<file path="src/rtl/fifo_write_arbiter_pkg.sv">
// Shared types and default sizes for the sample-FIFO write arbiter.
package fifo_arb_pkg;

  localparam int DEF_LENGTH = 68;
  localparam int DEF_N_CH   = 4;
  localparam int DEF_CNT_W  = 16;

  typedef enum logic [1:0] {
    S_IDLE,
    S_RUN,
    S_DRAIN,
    S_CLEAR
  } arb_state_e;

endpackage

</file>
<file path="src/rtl/fifo_write_arbiter_if.sv">
// Producer/FIFO-side signal bundle of the write arbiter; slave is the arbiter's view.
interface fifo_write_arbiter_if
  import fifo_arb_pkg::*;
#(
  parameter int LENGTH = DEF_LENGTH,
  parameter int N_CH   = DEF_N_CH,
  parameter int CNT_W  = DEF_CNT_W
);

  logic                     enable;
  logic                     clear_req;
  logic [N_CH-1:0]          ch_valid;
  logic [N_CH*LENGTH-1:0]   ch_data;
  logic [N_CH-1:0]          ch_ready;
  logic [LENGTH-1:0]        fifo_i_data;
  logic                     fifo_write;
  logic                     fifo_clear;
  logic                     fifo_full;
  logic                     fifo_full_error;
  logic [N_CH-1:0]          overflow;
  logic [CNT_W-1:0]         drop_cnt;
  logic                     full_err;
  logic                     busy;

  modport master (
    output enable, clear_req, ch_valid, ch_data, fifo_full, fifo_full_error,
    input  ch_ready, fifo_i_data, fifo_write, fifo_clear, overflow, drop_cnt,
           full_err, busy
  );

  modport slave (
    input  enable, clear_req, ch_valid, ch_data, fifo_full, fifo_full_error,
    output ch_ready, fifo_i_data, fifo_write, fifo_clear, overflow, drop_cnt,
           full_err, busy
  );

endinterface

</file>
<file path="src/rtl/fifo_write_arbiter_rr_grant.sv">
// Round-robin pick: first pending channel at or above rr_ptr_i, wrapping.
module fifo_rr_grant #(
  parameter  int N_CH  = 4,
  localparam int PTR_W = $clog2(N_CH)
) (
  input  logic [N_CH-1:0]  pending_i,
  input  logic [PTR_W-1:0] rr_ptr_i,
  output logic [N_CH-1:0]  grant_o,
  output logic [PTR_W-1:0] grant_idx_o,
  output logic             any_o
);

  int idx;

  always_comb begin
    // NOTE: every output gets a default before the search so no path leaves a latch.
    grant_o     = '0;
    grant_idx_o = '0;
    any_o       = 1'b0;
    idx         = 0;
    for (int k = 0; k < N_CH; k++) begin
      idx = int'(rr_ptr_i) + k;
      if (idx >= N_CH) idx = idx - N_CH;
      if (!any_o && pending_i[idx]) begin
        any_o        = 1'b1;
        grant_o[idx] = 1'b1;
        grant_idx_o  = PTR_W'(idx);
      end
    end
  end

endmodule

</file>
<file path="src/rtl/fifo_write_arbiter.sv">
// Funnels N_CH one-entry channel slots into the single FIFO writer port,
// sequencing enable/drain/clear and keeping drop statistics.
module fifo_write_arbiter
  import fifo_arb_pkg::*;
#(
  parameter int LENGTH = DEF_LENGTH,
  parameter int N_CH   = DEF_N_CH,
  parameter int CNT_W  = DEF_CNT_W
) (
  input logic                 clk,
  input logic                 reset_n,
  fifo_write_arbiter_if.slave bus
);

  localparam int PTR_W = $clog2(N_CH);

  arb_state_e        state_q;
  logic [N_CH-1:0]   pending_q, pending_d;
  logic [PTR_W-1:0]  rr_ptr_q, rr_ptr_d;
  logic [N_CH-1:0]   overflow_q;
  logic [CNT_W-1:0]  drop_cnt_q, drop_cnt_d;
  logic              full_err_q;
  logic [LENGTH-1:0] slot_q [N_CH];

  logic [N_CH-1:0]   ready, grant_oh, drop_mask;
  logic [PTR_W-1:0]  grant_idx;
  logic              any_pending, go;
  logic [CNT_W:0]    drop_sum;

  fifo_rr_grant #(.N_CH(N_CH)) u_grant (
    .pending_i   (pending_q),
    .rr_ptr_i    (rr_ptr_q),
    .grant_o     (grant_oh),
    .grant_idx_o (grant_idx),
    .any_o       (any_pending)
  );

  always_comb begin
    ready     = (state_q == S_RUN) ? ~pending_q : '0;
    go        = ((state_q == S_RUN) || (state_q == S_DRAIN)) && any_pending && !bus.fifo_full;
    drop_mask = (state_q == S_RUN) ? (bus.ch_valid & pending_q) : '0;

    pending_d = pending_q | (bus.ch_valid & ready);
    if (go) pending_d = pending_d & ~grant_oh;

    rr_ptr_d = rr_ptr_q;
    if (go) rr_ptr_d = (grant_idx == PTR_W'(N_CH - 1)) ? '0 : grant_idx + 1'b1;

    // Wide sum so the carry out tells us the counter would wrap.
    drop_sum = {1'b0, drop_cnt_q};
    for (int c = 0; c < N_CH; c++) drop_sum = drop_sum + (CNT_W + 1)'(drop_mask[c]);
    drop_cnt_d = drop_sum[CNT_W] ? '1 : drop_sum[CNT_W-1:0];
  end

  always_ff @(posedge clk or negedge reset_n) begin
    if (!reset_n) begin
      // NOTE: sequential state uses <= so every register samples pre-edge values.
      state_q    <= S_IDLE;
      pending_q  <= '0;
      rr_ptr_q   <= '0;
      overflow_q <= '0;
      drop_cnt_q <= '0;
      full_err_q <= 1'b0;
    end else if (state_q == S_CLEAR) begin
      pending_q  <= '0;
      rr_ptr_q   <= '0;
      overflow_q <= '0;
      drop_cnt_q <= '0;
      full_err_q <= 1'b0;
      state_q    <= bus.clear_req ? S_CLEAR : (bus.enable ? S_RUN : S_IDLE);
    end else begin
      pending_q  <= pending_d;
      rr_ptr_q   <= rr_ptr_d;
      overflow_q <= overflow_q | drop_mask;
      drop_cnt_q <= drop_cnt_d;
      full_err_q <= full_err_q | bus.fifo_full_error;
      if (bus.clear_req) begin
        state_q <= S_CLEAR;
      end else begin
        case (state_q)
          S_IDLE:  if (bus.enable)        state_q <= S_RUN;
          S_RUN:   if (!bus.enable)       state_q <= S_DRAIN;
          S_DRAIN: if (pending_q == '0)   state_q <= S_IDLE;
          default:                        state_q <= S_IDLE;
        endcase
      end
    end
  end

  // NOTE: slot payloads are qualified by pending_q, so they need no reset.
  always_ff @(posedge clk) begin
    for (int c = 0; c < N_CH; c++) begin
      if (bus.ch_valid[c] && ready[c]) slot_q[c] <= bus.ch_data[c*LENGTH +: LENGTH];
    end
  end

  assign bus.ch_ready    = ready;
  assign bus.fifo_write  = go;
  assign bus.fifo_i_data = go ? slot_q[grant_idx] : '0;
  assign bus.fifo_clear  = (state_q == S_CLEAR);
  assign bus.busy        = (state_q != S_IDLE);
  assign bus.overflow    = overflow_q;
  assign bus.drop_cnt    = drop_cnt_q;
  assign bus.full_err    = full_err_q;

endmodule

</file>
<file path="src/flat_wrapper.sv">
// flat-port wrapper written by rule: the top's interface ports become plain ports
module fifo_write_arbiter_flat import fifo_arb_pkg::*;
#(
  parameter int LENGTH = DEF_LENGTH,
  parameter int N_CH   = DEF_N_CH,
  parameter int CNT_W  = DEF_CNT_W
)
  (clk, reset_n, bus_enable, bus_clear_req, bus_ch_valid, bus_ch_data, bus_fifo_full, bus_fifo_full_error, bus_ch_ready, bus_fifo_i_data, bus_fifo_write, bus_fifo_clear, bus_overflow, bus_drop_cnt, bus_full_err, bus_busy);
  fifo_write_arbiter_if #(.LENGTH(LENGTH), .N_CH(N_CH), .CNT_W(CNT_W)) bus_i ();
  input logic clk;
  input logic reset_n;
  input wire logic [$bits(bus_i.enable)-1:0] bus_enable;
  input wire logic [$bits(bus_i.clear_req)-1:0] bus_clear_req;
  input wire logic [$bits(bus_i.ch_valid)-1:0] bus_ch_valid;
  input wire logic [$bits(bus_i.ch_data)-1:0] bus_ch_data;
  input wire logic [$bits(bus_i.fifo_full)-1:0] bus_fifo_full;
  input wire logic [$bits(bus_i.fifo_full_error)-1:0] bus_fifo_full_error;
  output wire logic [$bits(bus_i.ch_ready)-1:0] bus_ch_ready;
  output wire logic [$bits(bus_i.fifo_i_data)-1:0] bus_fifo_i_data;
  output wire logic [$bits(bus_i.fifo_write)-1:0] bus_fifo_write;
  output wire logic [$bits(bus_i.fifo_clear)-1:0] bus_fifo_clear;
  output wire logic [$bits(bus_i.overflow)-1:0] bus_overflow;
  output wire logic [$bits(bus_i.drop_cnt)-1:0] bus_drop_cnt;
  output wire logic [$bits(bus_i.full_err)-1:0] bus_full_err;
  output wire logic [$bits(bus_i.busy)-1:0] bus_busy;
  assign bus_i.enable = bus_enable;
  assign bus_i.clear_req = bus_clear_req;
  assign bus_i.ch_valid = bus_ch_valid;
  assign bus_i.ch_data = bus_ch_data;
  assign bus_i.fifo_full = bus_fifo_full;
  assign bus_i.fifo_full_error = bus_fifo_full_error;
  assign bus_ch_ready = bus_i.ch_ready;
  assign bus_fifo_i_data = bus_i.fifo_i_data;
  assign bus_fifo_write = bus_i.fifo_write;
  assign bus_fifo_clear = bus_i.fifo_clear;
  assign bus_overflow = bus_i.overflow;
  assign bus_drop_cnt = bus_i.drop_cnt;
  assign bus_full_err = bus_i.full_err;
  assign bus_busy = bus_i.busy;
  fifo_write_arbiter #(.LENGTH(LENGTH), .N_CH(N_CH), .CNT_W(CNT_W)) u_core (.clk(clk), .reset_n(reset_n), .bus(bus_i));
endmodule
</file>
<file path="config.mk">
export PLATFORM = sky130hd
export DESIGN_NAME = fifo_write_arbiter_flat
export DESIGN_NICKNAME = d
export VERILOG_FILES = /design/src/rtl/fifo_write_arbiter_pkg.sv /design/src/rtl/fifo_write_arbiter_if.sv /design/src/rtl/fifo_write_arbiter_rr_grant.sv /design/src/rtl/fifo_write_arbiter.sv /design/src/flat_wrapper.sv
export SDC_FILE = /design/constraint.sdc
export NUM_CORES = 1
export LEC_CHECK = 0
export CORE_MARGIN = 3
export CORE_UTILIZATION = 60
export DETAILED_ROUTE_END_ITERATION = 12
export DONT_BUFFER_PORTS = 1
export PLACE_DENSITY_LB_ADDON = 0.2
export SLEW_MARGIN = 20
export SYNTH_ARGS = -nofsm -noshare
export SYNTH_HDL_FRONTEND = slang
export SYNTH_SLANG_ARGS = --single-unit
</file>
<file path="constraint.sdc">
create_clock -name clk -period 9.2 [get_ports clk]
set_clock_uncertainty 0.1 [all_clocks]
set_input_delay 2.76 -clock clk [delete_from_list [all_inputs] [get_ports clk]]
set_output_delay 2.76 -clock clk [all_outputs]
set_load 0.05 [all_outputs]
</file>
==> out/qor.txt, run 1 <==
Period Utilization, post-route: 87.8%
total nets after synthesis: 1271
number of filler cells placed in the layout: 1528
vias in the first global route: 8417
number of enable-type register cells in the synthesized netlist: 272
startpoint types: flop
maximum number of pins on one net before global-route repair: 84
slack of the critical path: 1.12 ns
number of routed nets with antenna violations: 0
Via density: 6.76
count of TritonRoute iterations in the first routing pass: 5
pin slew with the least headroom to its limit: 1.09 ns
Synthesis Warnings: 0
drt first-iter violations: 778
kind of end point of the critical path: primary output
Syn Std Cell Area: 13400 µm²
Final Max Tran Viols: 0
global-route wire length before repair: 51.0 mm
maximum achievable frequency: 0.124 GHz
chip height: 156 µm
leading cell types in the layout, fill and taps excluded: 272 x edfxtp_1, 87 x nor2_1, 79 x nand2_1
type of the worst setup path: flop to primary output
number of antenna violations at the first check in global routing: 13
hold wc startpoint: u_core.state_q[1]
number of vias in the routed layout: 8488
worst setup slack before clock tree synthesis: 1.57 ns
die area: 24200 µm²
Unique masters post-synth: 48
post-CTS setup buffer count: 0
worst path arrival time: 5.22 ns
DR DRC count: 0
CP Launch Point: u_core.rr_ptr_q[1]
most common flop cell mapped by yosys: edfxtp_1
Cell Count, Final, Fillers Out: 1256
routed wire length: 34.5 mm
final design utilization: 67.9%
final hold slack: 0.515 ns
fraction of final layout cells sized beyond drive strength 1: 15.2%
CP max stage cell: o21ai_4
ordered cell list for the critical path: inv_1, ha_1, mux2i_1, mux2i_1, a211oi_1, o21ai_4, buf_4, nor2_1, a211oi_2
result of the run: finished clean
instance count of the mapped netlist: 972
Tightest Hold Check Type: flop to flop
Initial Util: 61.3%
ports placed on the boundary: 378
cells on worst reg2reg path: 9
share of synthesized area occupied by flip-flops and latches: 66.3%
DP Wirelength: 22.9 mm
clock tree from TritonCTS: yes
CP Depth: 9
Net count, final: 1239
Clk Latency, worst-skew pair: 0.53 ns
peak per-stage delay on the critical path: 0.86 ns
cell depth of the worst min-delay path: 2
worst ir drop on vdd: 0.000289 V
CTS Sinks: 301
net switching fraction of the power: 45.4%
Top Family by Delay on Critical Path: compound AO/OA/AOI/OAI gates
CTS Buf Count: 30
buffers and inverters on the worst path: 2
leading cell type in the layout, fill and taps excluded: edfxtp_1
Maximum Capacitance Violations: 0
crit path time final: 8.08 ns
critical path's most frequent cell: mux2i_1
switching power of the nets: 2.61 mW
Area Overhead vs Synth: 10.7%
setup_tns: 0 ns
total congestion overflow after global routing: 0
overall die width: 156 µm
RSZ-0062 raised after global routing: no
total placed cells including tap cells: 1188
cell type with the largest total area after synthesis: edfxtp_1
final count of hold timing violations: 0
Max Fanout on Critical Path: 49
global placer's final weighted congestion: 0.830
number of port buffers: 0
number of buffers on the longest clock path: 3
All-Layer GR Usage: 27.2%
CTS root buffer: clkbuf_16
FFs w/ async S/R, synth: 9.63%
cell-internal power: 3.15 mW
count of hold buffers inserted by post-cts repair: 0
Rel. slew slack: 27.3%
Register Area: 8890 µm²
htree depth: 1
combined area of the multi-input logic cells: 4400 µm²
Avg Cell Area, Syn: 13.8 µm²
num rows: 54
count of cells resized by post-cts repair: 0
cell types with the largest area share after synthesis: edfxtp_1 61%, mux2_1 5.5%, dfrtp_1 5.4%
clock transition at the registers of the reported paths: 0.06 ns
leakage component of the power: 4.77 nW
core footprint: 21900 µm²
Clk pwr share: 20.8%
startpoint of the lowest-slack register-to-register path: u_core.rr_ptr_q[1]
final setup fails: 0
Worst Path Required: 6.34 ns
detailed-route wire length per cell: 27.5 µm
flip-flop and latch count after synthesis: 301
share of the synthesized area in the top cell type: 60.9%
part of the power in combinational logic: 47.9%
sequential power share: 31.3%
Power Dens Cells: 388 nW/µm²
[per-stage QoR]
stage	instance area [µm²]	power (mW)
3_3_place_gp	13800	4.54
4_1_cts	14800	5.78
6_report	14900	5.76
3_5_place_dp	13900	4.58
5_1_grt	14800	6.02
2_1_floorplan	13400	3.94
[power groups by stage]
stage	clock [mW]	combinational, mW	sequential [mW]
floorplan	0	2.14	1.80
global placement	0	2.72	1.82
detailed placement	0	2.75	1.83
CTS	1.21	2.78	1.80
global route	1.26	2.94	1.82
finish	1.20	2.76	1.80
[cell type report]
| class | count | area share [%] |
|---|---|---|
| antenna | 12 | 0.202 |
| clock buffer | 37 | 5.37 |
| clock inverter | 19 | 1.13 |
| inverter | 17 | 0.430 |
| multi-input combinational | 576 | 29.6 |
| sequential | 301 | 59.9 |
| tap | 280 | 2.36 |
| timing repair buffer | 14 | 1.01 |
[cells in the mapped netlist (2+ instances only)]
library cell	count
edfxtp_1	272
nor2_1	90
nand2_1	79
o22ai_1	71
o221ai_1	67
mux2_1	66
a211oi_1	53
clkbuf_1	35
a21oi_1	29
dfrtp_1	29
buf_2	27
inv_1	17
a211oi_2	15
ha_1	14
nor3_1	10
xor2_1	9
buf_6	8
nand3_1	8
buf_1	7
mux2_2	6
mux2i_1	6
nand4_1	6
a2111oi_0	4
a221oi_1	4
and3_1	4
nor2b_1	4
xnor2_1	4
a211o_1	3
fa_1	3
and2_1	2
nand3b_1	2
or4_1	2
[final timing paths]
kind	slack [ns]	to
min in group asynchronous	1.82	u_core.bus.drop_cnt[11]
max in group asynchronous	7.09	u_core.rr_ptr_q[0]
hold / removal	0.51	u_core.state_q[1]
setup reg to reg	4.94	u_core.rr_ptr_q[1]
hold reg to reg	0.51	u_core.state_q[1]
setup / recovery	1.12	bus_fifo_i_data[47]
[state kept, by name, indices dropped and copies added, names as in the netlist]
name                 cells
u_core.slot_q          272
u_core.bus.drop_cnt     16
u_core.bus.overflow      4
u_core.pending_q         4
u_core.rr_ptr_q          2
u_core.state_q           2
u_core.bus.full_err      1
[logic make-up after synthesis]
group / after synthesis / synth area share, %
adders and majority gates: 17 / 1.75
muxes: 79 / 6.66
and+or+nand+nor: 211 / 6.60
AOI/OAI and AO/OA: 256 / 14.4
buffers and inverters: 95 / 3.44
DFF: 301 / 66.3
xor gates and xnor gates: 13 / 0.848
[layer usage]
layer  wire (µm)  share of wire (%)  up-vias  global-route usage [%]
met5          55               0.16        -                       0
met4         813                2.4        8                    8.21
met3        3390                9.8       66                    8.13
met2       17600                 51      451                    46.1
met1       12700                 37     4182                    34.3
li1            -                  -     3781                       -
[worst register-to-register path, stage by stage, from the launching register on]
cell,delay [ns]
dfrtp_1,0.48
inv_1,0.22
ha_1,0.54
mux2i_1,0.23
mux2i_1,0.50
a211oi_1,0.20
o21ai_4,0.86
buf_4,0.70
or4_1,0.21
o311ai_1,0.09
Note: power is estimated with default switching activity, not from simulation.
==> inputs of run 2 (changes only) <==
CAP_MARGIN = 5   (was not set)
==> results of run 2 <==
Final layout, timing and power as in run 1 (identical DEF).
==> inputs of run 3 (changes only) <==
ABC_AREA = 1   (was not set)
==> out/qor.txt, run 3 <==
DR DRC count: 0 (unchanged)
number of enable-type register cells in the synthesized netlist: 272 (unchanged)
Tightest Hold Check Type: flop to flop (unchanged)
global-route wire length before repair: 49.8 mm (was 51.0 mm)
number of filler cells placed in the layout: 1602 (was 1528)
Via density: 5.88 (was 6.76)
count of cells resized by post-cts repair: 0 (unchanged)
met2 wire len: 16.5 mm (was 17.6 mm)
cells on worst reg2reg path: 12 (was 9)
setup_tns: 0 ns (unchanged)
ports placed on the boundary: 378 (unchanged)
Final Max Tran Viols: 0 (unchanged)
Max Fanout on Critical Path: 90 (was 49)
ordered cell list for the critical path: inv_6, ha_1, inv_1, nand3_1, nand2_1, a21oi_1, nand2_4, nand2_4, buf_4, nand2_1, nand2_1, nand2_2, a21oi_2 (was inv_1, ha_1, mux2i_1, mux2i_1, a211oi_1, o21ai_4, buf_4, nor2_1, a211oi_2)
cell types with the largest area share after synthesis: edfxtp_1 61%, nand2_1 9.0%, nand3_1 5.9% (was edfxtp_1 61%, mux2_1 5.5%, dfrtp_1 5.4%)
buffers and inverters on the worst path: 3 (was 2)
hold wc startpoint: u_core.state_q[1] (unchanged)
overall die width: 156 µm (about the same)
routed metal-1 wire length: 12.8 mm (was 12.7 mm)
number of buffers on the longest clock path: 3 (unchanged)
Area Overhead vs Synth: 10.1% (was 10.7%)
CTS root buffer: clkbuf_16 (unchanged)
htree depth: 1 (unchanged)
CP max stage cell: nand2_4 (was o21ai_4)
Net count, final: 1517 (was 1239)
vias in the first global route: 8685 (was 8417)
leading cell types in the layout, fill and taps excluded: 320 x nand2_1, 272 x edfxtp_1, 158 x nand3_1 (was 272 x edfxtp_1, 87 x nor2_1, 79 x nand2_1)
Synthesis Warnings: 0 (unchanged)
Clk Latency, worst-skew pair: 0.56 ns (was 0.53 ns)
startpoint types: flop (unchanged)
clock transition at the registers of the reported paths: 0.06 ns (about the same)
total nets after synthesis: 1520 (was 1271)
number of port buffers: 0 (unchanged)
chip height: 156 µm (about the same)
number of routed nets with antenna violations: 0 (unchanged)
All-Layer GR Usage: 26.6% (was 27.2%)
register with the highest flop count: u_core.slot_q (unchanged)
highest routed layer: met5 (unchanged)
critical path's most frequent cell: nand2_1 (was mux2i_1)
met3 wire len: 3.42 mm (was 3.39 mm)
maximum achievable frequency: 0.127 GHz (was 0.124 GHz)
worst path arrival time: 5.00 ns (was 5.22 ns)
maximum number of pins on one net before global-route repair: 99 (was 84)
Avg Cell Area, Syn: 11.0 µm² (was 13.8 µm²)
DP Wirelength: 21.6 mm (was 22.9 mm)
Unique masters post-synth: 39 (was 48)
Worst Path Required: 6.34 ns (about the same)
CTS Sinks: 301 (unchanged)
post-CTS setup buffer count: 0 (unchanged)
pin slew with the least headroom to its limit: 1.22 ns (was 1.09 ns)
routed wire length: 34.1 mm (was 34.5 mm)
share of the synthesized area in the top cell type: 60.7% (was 60.9%)
Period Utilization, post-route: 85.4% (was 87.8%)
most frequently used cell type in the post-synthesis netlist: nand2_1 (was edfxtp_1)
crit path time final: 7.86 ns (was 8.08 ns)
number of flip-flops in the largest register: 272 (unchanged)
count of hold buffers inserted by post-cts repair: 0 (unchanged)
type of the worst setup path: flop to primary output (unchanged)
endpoint of the worst-slack reg-to-reg timing path: u_core.rr_ptr_q[1] (unchanged)
flip-flop and latch count after synthesis: 301 (unchanged)
num rows: 54 (unchanged)
number of vias in the routed layout: 9060 (was 8488)
FFs w/ async S/R, synth: 9.63% (unchanged)
instance count of the mapped netlist: 1221 (was 972)
Syn Std Cell Area: 13500 µm² (was 13400 µm²)
total congestion overflow after global routing: 0 (unchanged)
final count of hold timing violations: 0 (unchanged)
number of antenna violations at the first check in global routing: 23 (was 13)
count of TritonRoute iterations in the first routing pass: 5 (unchanged)
fraction of final layout cells sized beyond drive strength 1: 10.3% (was 15.2%)
die area: 24300 µm² (was 24200 µm²)
Initial Util: 61.3% (about the same)
global placer's final weighted congestion: 0.865 (was 0.830)
clock tree from TritonCTS: yes (unchanged)
leading cell type in the layout, fill and taps excluded: nand2_1 (was edfxtp_1)
share of synthesized area occupied by flip-flops and latches: 66.1% (was 66.3%)
cell type with the largest total area after synthesis: edfxtp_1 (unchanged)
Maximum Capacitance Violations: 0 (unchanged)
cell depth of the worst min-delay path: 2 (unchanged)
detailed-route wire length per cell: 22.1 µm (was 27.5 µm)
reg2reg setup slack: 5.09 ns (was 4.94 ns)
Top Family by Delay on Critical Path: simple AND/OR/NAND/NOR gates (was compound AO/OA/AOI/OAI gates)
kind of end point of the critical path: primary output (unchanged)
Rel. slew slack: 19.2% (was 27.3%)
worst-case hold path end point: u_core.state_q[1] (unchanged)
core footprint: 22000 µm² (was 21900 µm²)
CTS Buf Count: 30 (unchanged)
startpoint of the lowest-slack register-to-register path: u_core.rr_ptr_q[0] (was u_core.rr_ptr_q[1])
final setup fails: 0 (unchanged)
result of the run: finished clean (unchanged)
drt first-iter violations: 913 (was 778)
leading post-synthesis cells by instance count: 323 x nand2_1, 272 x edfxtp_1, 158 x nand3_1, 98 x inv_1, 76 x a21oi_1 (was 272 x edfxtp_1, 90 x nor2_1, 79 x nand2_1, 71 x o22ai_1, 67 x o221ai_1)
RSZ-0062 raised after global routing: no (unchanged)
most common flop cell mapped by yosys: edfxtp_1 (unchanged)
peak per-stage delay on the critical path: 0.91 ns (was 0.86 ns)
==> run 3: kinds of logic after synthesis <==
kind of cell / count (synthesis) / synth area share, %
AO/OA/AOI/OAI: 110 / 4.51
buffers and inverters: 177 / 5.99
adder cells (fa/ha/maj): 17 / 1.75
AND/OR/NAND/NOR: 608 / 21.1
flip-flops: 301 / 66.1
XOR/XNOR: 8 / 0.521
==> run 3: area by class of cell <==
| type | count | area (µm²) | area share (%) |
|---|---|---|---|
| Sequential cell | 301 | 8890 | 60.0 |
| Multi-Input combinational cell | 743 | 3810 | 25.7 |
| Clock buffer | 36 | 773 | 5.22 |
| Inverter | 106 | 403 | 2.72 |
| Tap cell | 280 | 350 | 2.36 |
| Clock inverter | 20 | 272 | 1.83 |
| Timing Repair Buffer | 36 | 270 | 1.82 |
| Antenna cell | 19 | 47.5 | 0.321 |
==> run 3: per-layer routing <==
layer	global-route usage (%)	vias up
met4	10.3	12
li1	-	4183
met5	0	-
met1	33.8	4295
met2	42.8	474
met3	8.99	96
==> run 3: how the worst max path moves through the flow <==
stage / from / to / slack (ns) / cells after the start
floorplan: bus_ch_valid[3] / u_core.pending_q[3] / 0.74 / 3
global placement: bus_fifo_full / bus_fifo_i_data[7] / 2.05 / 5
detailed placement: u_core.rr_ptr_q[0] / bus_fifo_i_data[66] / 1.96 / 13
CTS: u_core.rr_ptr_q[0] / bus_fifo_i_data[66] / 1.36 / 13
global route: u_core.rr_ptr_q[0] / bus_fifo_i_data[57] / 1.01 / 13
finish: u_core.rr_ptr_q[0] / bus_fifo_i_data[66] / 1.34 / 13
==> run 3: worst reg2reg max path: cells and delay by family, from the launching register on <==
kind	cells	cell delay, ns
AO/OA/AOI/OAI	1	0.25
adder cells (fa/ha/maj)	1	0.39
buffers and inverters	3	0.87
flip-flops	1	0.61
AND/OR/NAND/NOR	7	1.79
==> run 3: stage by stage <==
step	utilization, %	area [µm²]	hold slack, ns	setup slack [ns]	instances
6_report	67.5	14800	0.594	1.34	1541
5_1_grt	67.4	14800	0.638	1.01	1537
4_1_cts	67.3	14800	0.597	1.36	1522
3_5_place_dp	62.5	13700	0.586	1.96	1466
3_3_place_gp	62.5	13700	0.564	2.05	1466
2_1_floorplan	-	13500	0.495	0.737	1221
Power of run 3 is left out: the tool's default activity adds up to more than one toggle a clock period on the data nets, which glitch-free logic cannot reach.
